[config.mk]
export PLATFORM = sky130hd
export DESIGN_NAME = ibex_fetch_req_ctrl
export DESIGN_NICKNAME = d
export VERILOG_FILES = /design/src/rtl/ibex_fetch_req_ctrl.sv
export SDC_FILE = /design/constraint.sdc
export NUM_CORES = 1
export LEC_CHECK = 0
export ABC_AREA = 1
export BUFFER_PORTS_ARGS = -buffer_cell sky130_fd_sc_hd__buf_4
export CAP_MARGIN = 20
export CORE_MARGIN = 8
export CORE_UTILIZATION = 45
export DETAILED_ROUTE_END_ITERATION = 16
export PLACE_DENSITY = 0.75
export SLEW_MARGIN = 40
export SYNTH_ARGS = -nofsm -noshare
export SYNTH_HDL_FRONTEND = slang
export SYNTH_SLANG_ARGS = --single-unit
[constraint.sdc]
create_clock -name clk -period 2.3 [get_ports clk]
set_clock_uncertainty 0.2 [all_clocks]
set_input_delay 0.115 -clock clk [delete_from_list [all_inputs] [get_ports clk]]
set_output_delay 0.115 -clock clk [all_outputs]
set_load 0.05 [all_outputs]
[src/rtl/ibex_fetch_req_ctrl.sv]
`default_nettype none
// +----------------------------------------------------------------------------+
// | Module   : ibex_fetch_req_ctrl                                             |
// | Purpose  : Instruction-fetch request initiator feeding the fetch FIFO;     |
// |            optional response error path under macro FETCH_REQ_ERR_EN.      |
// | Revision : 1.0 - initial release                                           |
// +----------------------------------------------------------------------------+
module ibex_fetch_req_ctrl #(
  parameter int unsigned MAX_OUTSTANDING = 2,
  parameter logic [31:0] BOOT_ADDR       = 32'h0000_0080
) (
  input  logic        clk,
  input  logic        rst_n,
  input  logic        fetch_en_i,
  input  logic        branch_i,
  input  logic [31:0] branch_addr_i,
  output logic        instr_req_o,
  output logic [31:0] instr_addr_o,
  input  logic        instr_gnt_i,
  input  logic        instr_rvalid_i,
  input  logic [31:0] instr_rdata_i,
`ifdef FETCH_REQ_ERR_EN
  input  logic        instr_err_i,
  output logic        fifo_err_o,
`endif
  output logic [31:0] fifo_addr_o,
  output logic [31:0] fifo_rdata_o,
  output logic        fifo_valid_o,
  input  logic        fifo_ready_i,
  output logic        fifo_clear_o,
  output logic        busy_o
);

  localparam int unsigned     PTR_W    = (MAX_OUTSTANDING > 1) ? $clog2(MAX_OUTSTANDING) : 1;
  localparam logic [PTR_W-1:0] PTR_LAST = PTR_W'(MAX_OUTSTANDING - 1);
  localparam logic [2:0]      MAX_CNT  = 3'(MAX_OUTSTANDING);

  typedef enum logic [1:0] {
    ST_IDLE           = 2'd0,
    ST_WAIT_GNT       = 2'd1,
    ST_WAIT_GNT_STALE = 2'd2
  } state_e;

  state_e             r_state, w_state_next;
  logic [29:0]        r_fetch_word;
  logic [29:0]        r_req_word;
  logic [29:0]        r_resp_word;
  logic [31:0]        r_target;
  logic               r_first;
  logic               r_err_lock;
  logic [1:0]         r_outstanding;
  logic [1:0]         r_discard;
  logic [1:0]         r_count;
  logic [PTR_W-1:0]   r_rd_ptr, r_wr_ptr;
  logic [31:0]        r_buf_addr [MAX_OUTSTANDING];
  logic [31:0]        r_buf_data [MAX_OUTSTANDING];
`ifdef FETCH_REQ_ERR_EN
  logic               r_buf_err  [MAX_OUTSTANDING];
`endif

  logic        w_credit, w_issue, w_gnt, w_stale_gnt, w_push, w_pop, w_rsp_err;
  logic [1:0]  w_out_next;
  logic [31:0] w_push_addr;
  logic        w_unused_addr_b0;

  assign w_unused_addr_b0 = branch_addr_i[0];

`ifdef FETCH_REQ_ERR_EN
  assign w_rsp_err  = instr_err_i;
  assign fifo_err_o = r_buf_err[r_rd_ptr];
`else
  assign w_rsp_err  = 1'b0;
`endif

  // Credit covers both in-flight requests and responses parked in the buffer.
  assign w_credit = ({1'b0, r_outstanding} + {1'b0, r_count}) < MAX_CNT;
  assign w_issue  = fetch_en_i & w_credit & ~r_err_lock;

  always_comb begin
    w_state_next = r_state;
    instr_req_o  = 1'b0;
    instr_addr_o = {r_req_word, 2'b00};
    case (r_state)
      ST_IDLE: begin
        instr_addr_o = {r_fetch_word, 2'b00};
        if (w_issue) begin
          instr_req_o = 1'b1;
          if (!instr_gnt_i) begin
            w_state_next = branch_i ? ST_WAIT_GNT_STALE : ST_WAIT_GNT;
          end
        end
      end
      ST_WAIT_GNT: begin
        instr_req_o = 1'b1;
        if (instr_gnt_i) begin
          w_state_next = ST_IDLE;
        end else if (branch_i) begin
          w_state_next = ST_WAIT_GNT_STALE;
        end
      end
      ST_WAIT_GNT_STALE: begin
        instr_req_o = 1'b1;
        if (instr_gnt_i) begin
          w_state_next = ST_IDLE;
        end
      end
      default: w_state_next = ST_IDLE;
    endcase
  end

  assign w_gnt       = instr_req_o & instr_gnt_i;
  assign w_stale_gnt = w_gnt & (r_state == ST_WAIT_GNT_STALE);
  assign w_push      = instr_rvalid_i & ~branch_i & (r_discard == 2'd0);
  assign w_pop       = fifo_valid_o & fifo_ready_i & ~branch_i;
  assign w_out_next  = r_outstanding + 2'(w_gnt) - 2'(instr_rvalid_i);
  assign w_push_addr = r_first ? r_target : {r_resp_word, 2'b00};

  always_ff @(posedge clk or negedge rst_n) begin
    if (!rst_n) begin
      r_state       <= ST_IDLE;
      r_fetch_word  <= BOOT_ADDR[31:2];
      r_req_word    <= BOOT_ADDR[31:2];
      r_resp_word   <= BOOT_ADDR[31:2];
      r_target      <= {BOOT_ADDR[31:2], 2'b00};
      r_first       <= 1'b0;
      r_err_lock    <= 1'b0;
      r_outstanding <= 2'd0;
      r_discard     <= 2'd0;
    end else begin
      r_state       <= w_state_next;
      r_outstanding <= w_out_next;
      // Held requests replay the address captured while still in IDLE.
      if (r_state == ST_IDLE) begin
        r_req_word <= r_fetch_word;
      end
      if (branch_i) begin
        r_fetch_word <= branch_addr_i[31:2];
        r_resp_word  <= branch_addr_i[31:2];
        r_target     <= {branch_addr_i[31:1], 1'b0};
        r_first      <= 1'b1;
        r_err_lock   <= 1'b0;
        r_discard    <= w_out_next;
      end else begin
        if (w_gnt && !w_stale_gnt) begin
          r_fetch_word <= r_fetch_word + 30'd1;
        end
        if (w_push) begin
          r_first     <= 1'b0;
          r_resp_word <= r_resp_word + 30'd1;
          if (w_rsp_err) begin
            r_err_lock <= 1'b1;
          end
        end
        r_discard <= r_discard - 2'(instr_rvalid_i && (r_discard != 2'd0)) + 2'(w_stale_gnt);
      end
    end
  end

  always_ff @(posedge clk or negedge rst_n) begin
    if (!rst_n) begin
      r_count  <= 2'd0;
      r_rd_ptr <= '0;
      r_wr_ptr <= '0;
      for (int i = 0; i < MAX_OUTSTANDING; i++) begin
        r_buf_addr[i] <= '0;
        r_buf_data[i] <= '0;
`ifdef FETCH_REQ_ERR_EN
        r_buf_err[i]  <= 1'b0;
`endif
      end
    end else if (branch_i) begin
      r_count  <= 2'd0;
      r_rd_ptr <= '0;
      r_wr_ptr <= '0;
    end else begin
      if (w_push) begin
        r_buf_addr[r_wr_ptr] <= w_push_addr;
        r_buf_data[r_wr_ptr] <= instr_rdata_i;
`ifdef FETCH_REQ_ERR_EN
        r_buf_err[r_wr_ptr]  <= w_rsp_err;
`endif
        r_wr_ptr <= (r_wr_ptr == PTR_LAST) ? '0 : r_wr_ptr + 1'b1;
      end
      if (w_pop) begin
        r_rd_ptr <= (r_rd_ptr == PTR_LAST) ? '0 : r_rd_ptr + 1'b1;
      end
      r_count <= r_count + 2'(w_push) - 2'(w_pop);
    end
  end

  assign fifo_valid_o = (r_count != 2'd0);
  assign fifo_addr_o  = r_buf_addr[r_rd_ptr];
  assign fifo_rdata_o = r_buf_data[r_rd_ptr];
  assign fifo_clear_o = branch_i;
  assign busy_o       = (r_outstanding != 2'd0) || (r_count != 2'd0);

endmodule
`default_nettype wire
# Yosys cells after proc, flatten, opt, wreduce, memory -nomap -nowiden
# Index checks and enable logic that the tools add are counted.
# word_totals
reg_bits,260
latch_bits,0
mem_bits_rw,0
rom_bits,0
in_bits,71
output_inout_bits,100
elab_cells,97
memories,0
# classes
n_addsub,11
mul,0
div,0
magnitude_cmp,4
n_eq_ne,6
n_shift,0
mux,35
bitwise_logic,10
n_reduce_logical,16
# op_table
operator,n
$mux 32,9
$bwmux 64,2
$mux 30,4
$add 30x1->30 const B,2
$demux 32 s1,1
$mux 2,8
$reduce_bool 2->1,6
$mux 1,9
$and 1x1->1,7
$add 2x1->2,3
$ne 2x2->1 const B,3
$pmux 2 s3,1
$sub 2x1->2,3
$ge 2x2->1 const B,2
$logic_not 2->1,2
$not 1->2,2
$reduce_and 4->1,1
$add 2x2->3,1
$logic_and 1x1->1,3
$lt 3x2->1 const B,1
$ne 3x3->1 const B,1
$add 1x1->1 const B,2
$eq 2x1->1 const B,1
$eq 2x2->1 const B,1
other kinds (7),7

# Logic depth before layout (Yosys ltp)
# Gate-level depths: netlist of the first run.
# depth
depth_word,11
mapped_depth,14
ltp_nobuf,14

# Worst setup path after synthesis of the first run
# Ideal clock, no wire load.
# synth_timing
path_kind,reg-to-reg
from,reg r_outstanding[0]
to,reg r_discard[1]
setup_time_ns,0.136
arrival_time_ns,2.967
required_time_ns,1.964
setup_slack_ns,-1.003
stages_incl_launch_ff,15
n_path_buf,0
synth_period_minus_slack_ns,3.303
cell_sequence,dfrtp_1 nand2_1 inv_1 fa_1 nor2_1 nand3_1 a21oi_1 nand2_1 ha_1 inv_1 ha_1 xnor2_1 xnor2_1 nand2_1 o21ai_0
# synth_via
elab_chain_len,9
word_cells_on_any_way,11
cone_classes,add/sub: 4; order compare: 1; mux: 3; bitwise: 3
# synth_lines
item,line,rtl
"start, declared",51,logic [1:0] r_outstanding;
"start signal, assigned",131,r_outstanding <= w_out_next;
$add 2x2->3,76,"assign w_credit = ({1'b0, r_outstanding} + {1'b0, r_count}) < MAX_CNT;"
$lt 3x2->1,76,
$and 1x1->1,77,assign w_issue = fetch_en_i & w_credit & ~r_err_lock;
$mux 1,86,if (w_issue) begin
$pmux 1 s2,83,case (r_state)
via instr_req_o,17,"output logic instr_req_o,"
$and 1x1->1,111,assign w_gnt = instr_req_o & instr_gnt_i;
$add 2x1->2,115,assign w_out_next = r_outstanding + 2'(w_gnt) - 2'(instr_rvalid_i);
$sub 2x1->2,115,
via w_out_next[1],62,logic [1:0] w_out_next;
$mux 2,136,if (branch_i) begin
"end signal, assigned",142,r_discard <= w_out_next;
"end signal, assigned",154,r_discard <= r_discard - 2'(instr_rvalid_i && (r_discard != 2'd0)) + 2'(w_stale_gnt);
"end, declared",52,logic [1:0] r_discard;
# The timed path passes the listed nets, and every way through them passes these cells.
# A chain may end at the register's enable or synchronous reset.

# Worst setup path after layout of the first run
# layout_timing
from,reg r_outstanding[0]
to,reg r_discard[1]
# layout_via
elab_chain_len,9
word_cells_on_any_way,11
cone_classes,add/sub: 4; order compare: 1; mux: 3; bitwise: 3
# layout_lines
item,line
$add 2x2->3,76
$lt 3x2->1,76
$and 1x1->1,77
$mux 1,86
$pmux 1 s2,83
$and 1x1->1,111
$add 2x1->2 (*),115
$sub 2x1->2 (*),115
via w_out_next[1],62
$mux 2 (*),136
# The timed path passes the listed nets; every way through them passes the cells marked *.

==> results.py, run 1 <==
metrics = {
    "sta": {
        "worst_pin_slew_ns": 0.533,
        "period_needed_ns": 2.66,
        "hold_viol": 0,
        "final.setup.worst_slack_ns": -0.360,
        "period_share_pct": 116,
        "fmax_mhz": 376,
        "holdWs_ns": 0.161,
        "slew_headroom_pct": 64.1,
        "drv_slew": 0,
        "finalSetupTns_ns": -3.93,
        "rsz0062_at_grt": "true",
        "final-setup-viol-count": 34,
    },
    "clock_tree": {
        "clock-sinks": 258,
        "cts_root_buf": "clkbuf_16",
        "cts_max_level": 1,
        "numCtsBuffers": 28,
        "cts_tree": "yes",
        "clk_latency_ns": 0.55,
        "clk_pin_slew_worst_paths_ns": 0.06,
        "clockBufferDepth": 3,
    },
    "hold_path": {
        "worstHoldStart": "branch_addr_i[1]",
        "hold_end": "r_target[1]",
        "min_path_type": "input pin to register",
        "hold_depth": 4,
    },
    "placed_design": {
        "gp_congestion": 0.902,
        "numPortBuffers": 166,
        "place_hpwl_um": 24700,
        "preCtsSetupSlack_ns": -0.410,
        "post_dp_cell_area_mm2": 0.0147,
    },
    "layout": {
        "layout_common_cells": "726 x nand2_1, 253 x dfrtp_1, 175 x buf_4, 160 x inv_1, 143 x o21ai_0",
        "syn2layout_area_growth_pct": 30.4,
        "final_common_cell": "nand2_1",
        "final_nets": 2050,
        "antenna_cells": 0,
        "design_area_mm2": 0.0167,
        "drive_gt1_share_pct": 17.0,
    },
    "detailed_routing": {
        "drtAntennaViolNets": 0,
        "num_vias": 11900,
        "drt_first_pass_iters": 5,
        "vias_per_cell": 5.01,
        "drcViolationCount": 0,
        "wl_per_cell_um": 15.4,
        "drt_wl_total_um": 36500,
        "drt_iter0_markers": 1027,
    },
    "synthesis": {
        "synth-main-ff-cell": "dfrtp_1",
        "synth_seq_cells": 258,
        "synth-edff-count": 0,
        "syn_area_mm2": 0.0128,
        "yosysWarnings": 0,
        "synthTopCellsByArea": "dfrtp_1 50%, nand2_1 21%, o21ai_0 6.5%",
        "seq_area_frac_synth_pct": 50.3,
        "avgSynthCellArea_um2": 7.47,
        "yosysTopAreaCell": "dfrtp_1",
        "synth_cell_types": 37,
        "synth_top_area_share_pct": 49.5,
        "async_flop_share_pct": 100,
        "synth_cells": 1718,
    },
    "flow_run": {
        "drv_cap": 0,
    },
    "worst_setup_path": {
        "crit_type": "register to register",
        "reg2reg_to": "r_discard[1]",
        "reg2reg_from": "r_outstanding[0]",
        "path_max_fanout": 2,
        "worstPathRequired_ns": 2.57,
        "rr_worst_depth": 14,
        "critical_path.endpoint_type": "register",
        "r2r_slack_ns": -0.36,
        "crit_arrival_ns": 2.93,
        "cp-start-kind": "register",
    },
    "power_and_ir_drop": {
        "ir_worst_vdd_uv": 1170,
        "power_density_mw_per_mm2": 1360,
        "finalPower_mw": 22.7,
        "leakagePower_nw": 8.45,
    },
    "floorplan": {
        "die_h_um": 185,
        "die_w_um": 185,
        "ios": 171,
        "core_mm2": 0.0284,
        "die_area_mm2": 0.0342,
        "row_count": 62,
        "start_util_pct": 45.2,
    },
    "global_route": {
        "grt_pass1_vias": 11700,
        "antenna_found_initial": 0,
        "grt.overflow.total": 0,
        "grt_max_degree": 77,
        "grt_pass1_wl_um": 59600,
        "track_usage_pct": 21.2,
    },
    "status": {
        "status": "complete, but fails checks",
        "violations": "setup timing",
    },
}
[where the power goes]
group | switching (mW) | leakage [nW] | total [mW] | internal, mW
clock | 1.84 | 0.476 | 4.56 | 2.72
sequential | 0.960 | 3.24 | 7.12 | 6.16
combinational | 7.43 | 4.73 | 11.1 | 3.62
[registers in the layout, indices dropped and copies added (netlist names), 30 cells and up]
name,cells
r_buf_addr,62
r_buf_data,64
r_req_word,30
r_resp_word,30
r_target,31
r_fetch_word,30
[through the flow]
step	instances	utilization (%)
after global placement	2240	51.8
after floorplan	1720	-
after global routing	2372	59.0
after detailed placement	2240	51.8
final	2372	59.0
after CTS	2368	58.2
[area by class of cell]
cell class | instances | area [µm²]
clock buffers | 38 | 818
clock inverters | 14 | 140
fillers | 2547 | 11600
inverters | 172 | 657
multi-input cells | 1216 | 5550
flip-flops and latches | 258 | 6460
well taps | 384 | 480
repair buffers | 289 | 2630
repair inverters | 1 | 7.51
[worst max-delay path, stage by stage, from the launching register on]
cell and delay [ns]:
dfrtp_1 0.38, nand2_1 0.07, inv_1 0.05, fa_1 0.46
nor2_2 0.14, nand3_2 0.12, a21oi_4 0.14, nand2_1 0.07
ha_1 0.28, inv_2 0.05, ha_4 0.15, xnor2_2 0.13
xnor2_1 0.20, nand2_1 0.08, o21ai_1 0.07
[synth_stat cells (9+ instances only)]
cell,n
ha_1,12
nand3_1,97
o21ai_1,39
a21oi_1,15
clkbuf_1,41
o21ai_0,168
dfrtp_1,254
nand2_1,731
nor2_1,87
inv_1,165
xor2_1,13
nand4_1,9
buf_2,17
[logic make-up after synthesis]
family	Yosys count	share of synthesized area, %
adder cells (fa/ha/maj)	13	1.33
AO/OA/AOI/OAI	239	9.67
XOR/XNOR	19	1.30
flip-flops	258	50.3
AND/OR/NAND/NOR	942	29.4
buffers and inverters	246	7.99
other	1	0.0292
[worst max path at each step]
stage / slack (ns) / end / depth (start not counted) / from
floorplan: -0.51 / r_discard[1] / 14 / r_outstanding[0]
global placement: -0.34 / r_discard[1] / 14 / r_outstanding[0]
detailed placement: -0.41 / r_discard[1] / 14 / r_count[0]
CTS: -0.31 / r_discard[1] / 14 / r_outstanding[0]
global route: -0.56 / r_discard[1] / 14 / r_count[0]
finish: -0.36 / r_discard[1] / 14 / r_outstanding[0]
[routing by layer]
| metal | wire, µm | vias up | track usage (%) |
|---|---|---|---|
| li1 | - | 5855 | - |
| met1 | 16500 | 5623 | 29.3 |
| met2 | 16800 | 361 | 34.5 |
| met3 | 2480 | 48 | 3.51 |
| met4 | 651 | 0 | 4.64 |
| met5 | 0 | - | 0 |
[repair_timing]
| action | 4_1_cts | 5_1_grt |
|---|---|---|
| endpoints found under the setup margin | 56 | 51 |
| gates cloned | 1 | 1 |
| endpoints found under the hold margin | 419 | 0 |
| buffers inserted | 5 | 3 |
| pin swaps | 3 | 3 |
| resized for setup | 44 | 48 |
| hold buffers | 70 | 0 |
Power figures use the tool's default switching activity.
==> inputs of run 2 (changes only) <==
--- a/config.mk
+++ b/config.mk
@@ -11,7 +11,7 @@
 export CORE_MARGIN = 8
 export CORE_UTILIZATION = 45
 export DETAILED_ROUTE_END_ITERATION = 16
-export PLACE_DENSITY = 0.75
+export PLACE_DENSITY = 0.63
 export SLEW_MARGIN = 40
 export SYNTH_ARGS = -nofsm -noshare
 export SYNTH_HDL_FRONTEND = slang
==> run 2 against run 1 <==
The run still ends with setup timing left. Cell count is 0.13% higher. Combinational power is 4% higher. Power is 2.5% higher. Clock power is 3% higher. Non-clock buffer count is 3 higher. Wire length is 1.1% higher. Sequential power hardly changed.
==> results.py, run 2 (synthesis results as in run 1) <==
metrics = {
    "status": {
        "status": "complete, but fails checks",
        "violations": "setup timing",
    },
    "layout": {
        "syn2layout_area_growth_pct": 32.4,
        "largest-register": "r_buf_data",
        "antenna_cells": 0,
        "final_nets": 2053,
        "largest_reg_flops": 64,
        "fillCellCount": 2548,
        "drive_gt1_share_pct": 16.9,
        "fin_cells": 2375,
        "design_area_mm2": 0.0170,
        "final_common_cell": "nand2_1",
        "layout_common_cells": "725 x nand2_1, 253 x dfrtp_1, 172 x buf_4, 162 x inv_1, 141 x o21ai_0",
        "reg_top3": "r_buf_data x64, r_buf_addr x62, r_target x31",
    },
    "sta": {
        "final-setup-viol-count": 35,
        "period_share_pct": 116,
        "fmax_mhz": 374,
        "holdWs_ns": 0.149,
        "worst_pin_slew_ns": 0.493,
        "drv_slew": 0,
        "final.setup.worst_slack_ns": -0.373,
        "slew_headroom_pct": 66.8,
        "period_needed_ns": 2.67,
        "hold_viol": 0,
        "rsz0062_at_grt": "true",
    },
    "worst_setup_path": {
        "crit_type": "register to register",
        "cp-start-kind": "register",
        "path_max_fanout": 3,
        "crit_buf_inv": 2,
        "cp_common_cell": "nand2_1",
        "critical_path.endpoint_type": "register",
        "crit_path_cell_trace": "nand2_1 > inv_1 > fa_1 > nor2_2 > nand3_2 > a21oi_4 > nand2_1 > ha_1 > inv_2 > ha_4 > xnor2_2 > xnor2_1 > nand2_1 > o21ai_1",
        "crit_arrival_ns": 2.93,
        "worstPathRequired_ns": 2.56,
        "cpPeakStageDelay_ns": 0.45,
        "cpMaxStageDelayCell": "fa_1",
        "cp_top_family": "adder cells",
    },
    "power_and_ir_drop": {
        "leakagePower_nw": 8.54,
        "ir_worst_vdd_uv": 1360,
        "switching_share_pct": 44.4,
        "p_switching_mw": 10.3,
        "internal_power_mw": 13.0,
        "p_comb_share_pct": 49.5,
        "seqPwrFrac_pct": 30.4,
        "power_density_mw_per_mm2": 1370,
        "clockPowerShare_pct": 20.1,
    },
    "detailed_routing": {
        "drt_first_pass_iters": 5,
        "drcViolationCount": 0,
        "wl_per_cell_um": 15.5,
        "drt_wl_total_um": 36900,
        "num_vias": 11700,
        "vias_per_cell": 4.94,
        "drt_iter0_markers": 867,
        "drtAntennaViolNets": 0,
    },
    "global_route": {
        "grt_pass1_wl_um": 59600,
        "grt_max_degree": 68,
        "antenna_found_initial": 0,
        "grt_pass1_vias": 11600,
        "track_usage_pct": 21.4,
        "grt.overflow.total": 0,
    },
    "floorplan": {
        "row_count": 62,
        "die_h_um": 185,
        "die_w_um": 185,
        "core_mm2": 0.0284,
        "ios": 171,
        "die_area_mm2": 0.0342,
        "start_util_pct": 45.2,
    },
    "clock_tree": {
        "clk_pin_slew_worst_paths_ns": 0.06,
        "cts_root_buf": "clkbuf_16",
        "clockBufferDepth": 3,
        "clock-sinks": 258,
        "cts_tree": "yes",
        "cts_max_level": 1,
        "clk_latency_ns": 0.53,
        "numCtsBuffers": 28,
    },
    "placed_design": {
        "post_dp_cell_area_mm2": 0.0146,
        "place_inst": 2234,
        "place_hpwl_um": 24600,
        "gp_congestion": 0.893,
        "numPortBuffers": 166,
    },
    "hold_path": {
        "min_path_type": "input pin to register",
    },
    "flow_run": {
        "drv_cap": 0,
    },
}
-- run 2: changes by cell type in the layout (fill, tap and decap cells not counted), sizes merged --
cell,previous run,this run
clkbuf,38,45
clkinv,11,7
bufinv,2,3
clkinvlp,4,3
-- run 2: layer usage --
metal,GRT usage (%),wire [µm]
met1,29.1,16700
met2,35.0,17100
met3,3.79,2330
met4,5.06,721
met5,0,0
-- run 2: final timing paths --
| path | start | cells after the start | slack (ns) | to |
|---|---|---|---|---|
| hold / removal | branch_addr_i[1] | 4 | 0.15 | r_target[1] |
| min in group asynchronous | rst_n | 3 | 0.42 | r_buf_data[45] |
| setup reg to reg | r_outstanding[0] | 14 | -0.37 | r_discard[1] |
| hold reg to reg | r_target[7] | 2 | 0.26 | r_target[7] |
| max in group asynchronous | rst_n | 4 | 0.76 | r_req_word[5] |
| setup / recovery | r_outstanding[0] | 14 | -0.37 | r_discard[1] |
-- run 2: metrics by stage --
stage / TNS (ns) / utilization [%] / power, mW / setup WS, ns
4_1_cts: -5.89 / 58.8 / 22.7 / -0.315
5_1_grt: -15.04 / 59.9 / 24.7 / -0.494
6_report: -10.62 / 59.9 / 23.3 / -0.373
3_3_place_gp: -2.66 / 51.6 / 16.9 / -0.378
2_1_floorplan: -13.95 / - / 14.0 / -0.510
3_5_place_dp: -3.70 / 51.6 / 17.1 / -0.418
-- run 2: layout make-up --
| class | instances | area, µm² | share of cell area [%] |
|---|---|---|---|
| clock buffer | 42 | 845 | 4.97 |
| clock inverter | 10 | 128 | 0.751 |
| inverter | 172 | 659 | 3.88 |
| multi-input combinational | 1216 | 5650 | 33.2 |
| sequential | 258 | 6460 | 38.0 |
| tap | 384 | 480 | 2.83 |
| timing repair buffer | 292 | 2770 | 16.3 |
| timing repair inverter | 1 | 7.51 | 0.0442 |
-- run 2: repair_timing --
| item | 4_1_cts | 5_1_grt |
|---|---|---|
| endpoints found under the hold margin | 422 | 0 |
| cloned | 3 | 4 |
| buffers inserted | 10 | 5 |
| gates resized for setup | 78 | 47 |
| pin swaps | 5 | 19 |
| hold buffers | 70 | 0 |
| endpoints found under the setup margin | 65 | 65 |
-- run 2: worst reg2reg max path: cells and delay by family (launching register included) --
family	cells	cell delay (ns)
XOR/XNOR	2	0.31
flip-flops	1	0.38
AO/OA/AOI/OAI	2	0.24
AND/OR/NAND/NOR	5	0.49
adder cells (fa/ha/maj)	3	0.89
buffers and inverters	2	0.08
-- run 2: power groups by stage --
stage                     sequential, mW  clock (mW)  combinational [mW]
after floorplan                     6.93           0                7.02
after global placement              7.08           0                9.82
after detailed placement            7.13           0                9.94
after CTS                           7.07        4.79                10.9
after global routing                7.29        4.96                12.5
final                               7.09        4.68                11.5
==> inputs of run 3 (changes only) <==
--- a/config.mk
+++ b/config.mk
@@ -5,13 +5,13 @@
 export SDC_FILE = /design/constraint.sdc
 export NUM_CORES = 1
 export LEC_CHECK = 0
-export ABC_AREA = 1
 export BUFFER_PORTS_ARGS = -buffer_cell sky130_fd_sc_hd__buf_4
-export CAP_MARGIN = 20
+export CELL_PAD_IN_SITES_DETAIL_PLACEMENT = 0
+export CELL_PAD_IN_SITES_GLOBAL_PLACEMENT = 1
 export CORE_MARGIN = 8
-export CORE_UTILIZATION = 45
+export CORE_UTILIZATION = 42
 export DETAILED_ROUTE_END_ITERATION = 16
-export PLACE_DENSITY = 0.63
+export PLACE_DENSITY = 0.72
 export SLEW_MARGIN = 40
 export SYNTH_ARGS = -nofsm -noshare
 export SYNTH_HDL_FRONTEND = slang
==> run 3 against run 2 <==
The flow still finishes with violations (setup timing). First-iteration DRC count shrank 59%. Critical path depth decreased by 5. Wire length is 15% lower. Maximum frequency decreased by 3.2%. Combinational power is 4% higher. Critical path type unchanged.
==> results.py, run 3 <==
metrics = {
    "layout": {
        "syn2layout_area_growth_pct": 41.0,
        "layout_common_cells": "252 x dfrtp_1, 206 x buf_4, 198 x mux2_2, 77 x nor2_1, 74 x dlygate4sd3_1",
        "antenna_cells": 0,
        "final_common_cell": "dfrtp_1",
        "fin_cells": 1707,
        "fillCellCount": 2327,
        "drive_gt1_share_pct": 46.6,
        "largest-register": "r_buf_data",
        "final_nets": 1386,
        "largest_reg_flops": 64,
        "reg_top3": "r_buf_data x64, r_buf_addr x62, r_target x31",
    },
    "placed_design": {
        "gp_congestion": 0.771,
        "place_inst": 1558,
        "numPortBuffers": 166,
        "place_hpwl_um": 20400,
    },
    "synthesis": {
        "seq_area_frac_synth_pct": 53.6,
        "synth-edff-count": 0,
        "avgSynthCellArea_um2": 12.2,
        "synth_top_family_by_area": "multiplexers",
        "synthTopCellsByArea": "dfrtp_1 53%, mux2_2 22%, xnor2_1 2.8%",
        "synth_cell_types": 51,
        "syn_area_mm2": 0.0121,
        "yosysTopAreaCell": "dfrtp_1",
        "synth-main-ff-cell": "dfrtp_1",
        "async_flop_share_pct": 100,
        "synth.mux.area_fraction_pct": 24.2,
        "synth-compound-area-share_pct": 3.96,
        "synth_top_area_share_pct": 52.7,
        "synth_cells": 987,
        "synth_commonest_cells": "254 x dfrtp_1, 232 x mux2_2, 83 x nor2_1",
        "yosysMostFrequentCell": "dfrtp_1",
        "synth_xor_area_share_pct": 4.72,
        "synth_seq_cells": 258,
        "synth-simple-area-share_pct": 9.38,
        "synth_adder_area_share_pct": 1.41,
        "yosysWarnings": 0,
    },
    "sta": {
        "final.setup.worst_slack_ns": -0.462,
        "period_needed_ns": 2.76,
        "slew_headroom_pct": 58.8,
        "hold_viol": 0,
        "fmax_mhz": 362,
        "period_share_pct": 120,
        "final-setup-viol-count": 59,
        "worst_pin_slew_ns": 0.617,
        "rsz0062_at_grt": "true",
        "drv_slew": 0,
        "finalSetupTns_ns": -11.62,
    },
    "floorplan": {
        "die_h_um": 185,
        "ios": 171,
        "core_mm2": 0.0285,
        "die_area_mm2": 0.0344,
        "die_w_um": 185,
        "start_util_pct": 42.3,
        "row_count": 62,
    },
    "global_route": {
        "track_usage_pct": 17.9,
        "grt.overflow.total": 0,
        "antenna_found_initial": 0,
        "grt_pass1_vias": 9151,
        "grt_pass1_wl_um": 49500,
        "grt_max_degree": 74,
    },
    "power_and_ir_drop": {
        "power_density_mw_per_mm2": 1370,
        "internal_power_mw": 13.8,
        "p_switching_mw": 9.44,
        "ir_worst_vdd_uv": 744,
        "p_comb_share_pct": 51.7,
        "seqPwrFrac_pct": 29.3,
        "clockPowerShare_pct": 18.9,
        "leakagePower_nw": 7.70,
        "switching_share_pct": 40.6,
    },
    "detailed_routing": {
        "num_vias": 8641,
        "drt_wl_total_um": 31300,
        "drt_iter0_markers": 352,
        "drcViolationCount": 0,
        "drt_first_pass_iters": 4,
        "wl_per_cell_um": 18.3,
        "vias_per_cell": 5.06,
        "drtAntennaViolNets": 0,
    },
    "clock_tree": {
        "cts_max_level": 1,
        "numCtsBuffers": 30,
        "clk_pin_slew_worst_paths_ns": 0.06,
        "clock-sinks": 258,
        "cts_root_buf": "clkbuf_16",
        "clockBufferDepth": 3,
        "clk_latency_ns": 0.54,
        "cts_tree": "yes",
    },
    "flow_run": {
        "drv_cap": 0,
    },
    "worst_setup_path": {
        "crit_type": "register to register",
        "cp-start-kind": "register",
        "crit_arrival_ns": 2.99,
        "path_max_fanout": 16,
        "critical_path.endpoint_type": "register",
        "worstPathRequired_ns": 2.53,
    },
    "status": {
        "status": "complete, but fails checks",
        "violations": "setup timing",
    },
    "hold_path": {
        "min_path_type": "input pin to register",
    },
}
## run 3: changes by cell type in the layout (fill, tap and decap cells not counted), sizes merged, moves of 8 or more
cell | before | now
mux2i | 0 | 30
nor4 | 0 | 14
buf | 219 | 266
nor3 | 2 | 19
mux2 | 0 | 232
xnor2 | 6 | 38
nand3 | 97 | 24
inv | 170 | 16
nand2 | 733 | 35
o21ai | 210 | 5
a21oi | 15 | 66
nor2 | 98 | 83
xor2 | 13 | 27
a21boi | 0 | 8
## run 3: power groups by stage
| stage | combinational (mW) | sequential (mW) | clock [mW] |
|---|---|---|---|
| 2_1_floorplan | 7.28 | 6.67 | 0 |
| 3_3_place_gp | 10.2 | 6.80 | 0 |
| 3_5_place_dp | 10.3 | 6.87 | 0 |
| 4_1_cts | 11.1 | 6.80 | 4.53 |
| 5_1_grt | 12.7 | 7.01 | 4.70 |
| 6_report | 12.0 | 6.82 | 4.40 |
## run 3: critical path, stage by stage, from the launching register on
cell and delay [ns]:
dfrtp_1 0.39, and2_4 0.16, fa_1 0.44, and4bb_2 0.33
buf_4 0.12, o21ai_2 0.07, buf_12 0.18, or3_1 0.34
xnor2_1 0.15, mux2_2 0.27
## run 3: what timing repair did
action	in CTS	in global routing
endpoints found under the hold margin	420	0
endpoints found under the setup margin	82	83
resized for setup	66	95
cloned	3	1
hold buffers	74	0
setup buffers	7	11
pin swaps	14	13
## run 3: stage by stage
stage / worst slack (ns) / total power [mW] / utilization, % / area, µm² / hold WS [ns]
3_3_place_gp: -0.406 / 17.0 / 50.4 / 14400 / -0.0586
6_report: -0.462 / 23.2 / 59.7 / 17000 / 0.160
5_1_grt: -0.574 / 24.5 / 59.7 / 17000 / 0.146
2_1_floorplan: -0.598 / 13.9 / - / 12100 / -0.381
3_5_place_dp: -0.475 / 17.2 / 50.4 / 14400 / -0.0564
4_1_cts: -0.429 / 22.5 / 57.8 / 16500 / 0.129
## run 3: cells by family (layout without fill, tap and decap cells)
group | count (synthesis) | count (layout)
AOI/OAI and AO/OA | 88 | 88
xor gates and xnor gates | 65 | 65
adders and majority gates | 13 | 13
buffers and inverters | 76 | 410
DFF | 258 | 258
muxes | 262 | 262
other | 1 | 3
and+or+nand+nor | 224 | 224
## run 3: final cells by class
cell class / count / area, µm² / share of cell area (%)
multi-input cells: 655 / 5840 / 34.4
clock inverters: 5 / 28.8 / 0.169
well taps: 384 / 480 / 2.83
flip-flops and latches: 258 / 6460 / 38.0
clock buffers: 48 / 880 / 5.17
inverters: 16 / 60.1 / 0.353
repair buffers: 341 / 3250 / 19.1
## run 3: worst paths after layout
kind,start,to,slack [ns],cells past startpoint
max in group asynchronous,rst_n,r_target[7],0.65,4
setup / recovery,r_outstanding[0],r_fetch_word[6],-0.46,9
hold / removal,instr_rdata_i[1],r_buf_data[1],0.16,3
hold reg to reg,r_req_word[21],r_req_word[21],0.30,1
min in group asynchronous,rst_n,r_state[0],0.48,3
setup reg to reg,r_outstanding[0],r_fetch_word[6],-0.46,9
## run 3: layer usage
| metal | routed length (µm) | GRT usage (%) | vias up |
|---|---|---|---|
| li1 | - | - | 4093 |
| met1 | 13500 | 23.4 | 4353 |
| met2 | 15800 | 31.0 | 156 |
| met3 | 1500 | 2.55 | 39 |
| met4 | 510 | 3.84 | 0 |
| met5 | 0 | 0 | - |
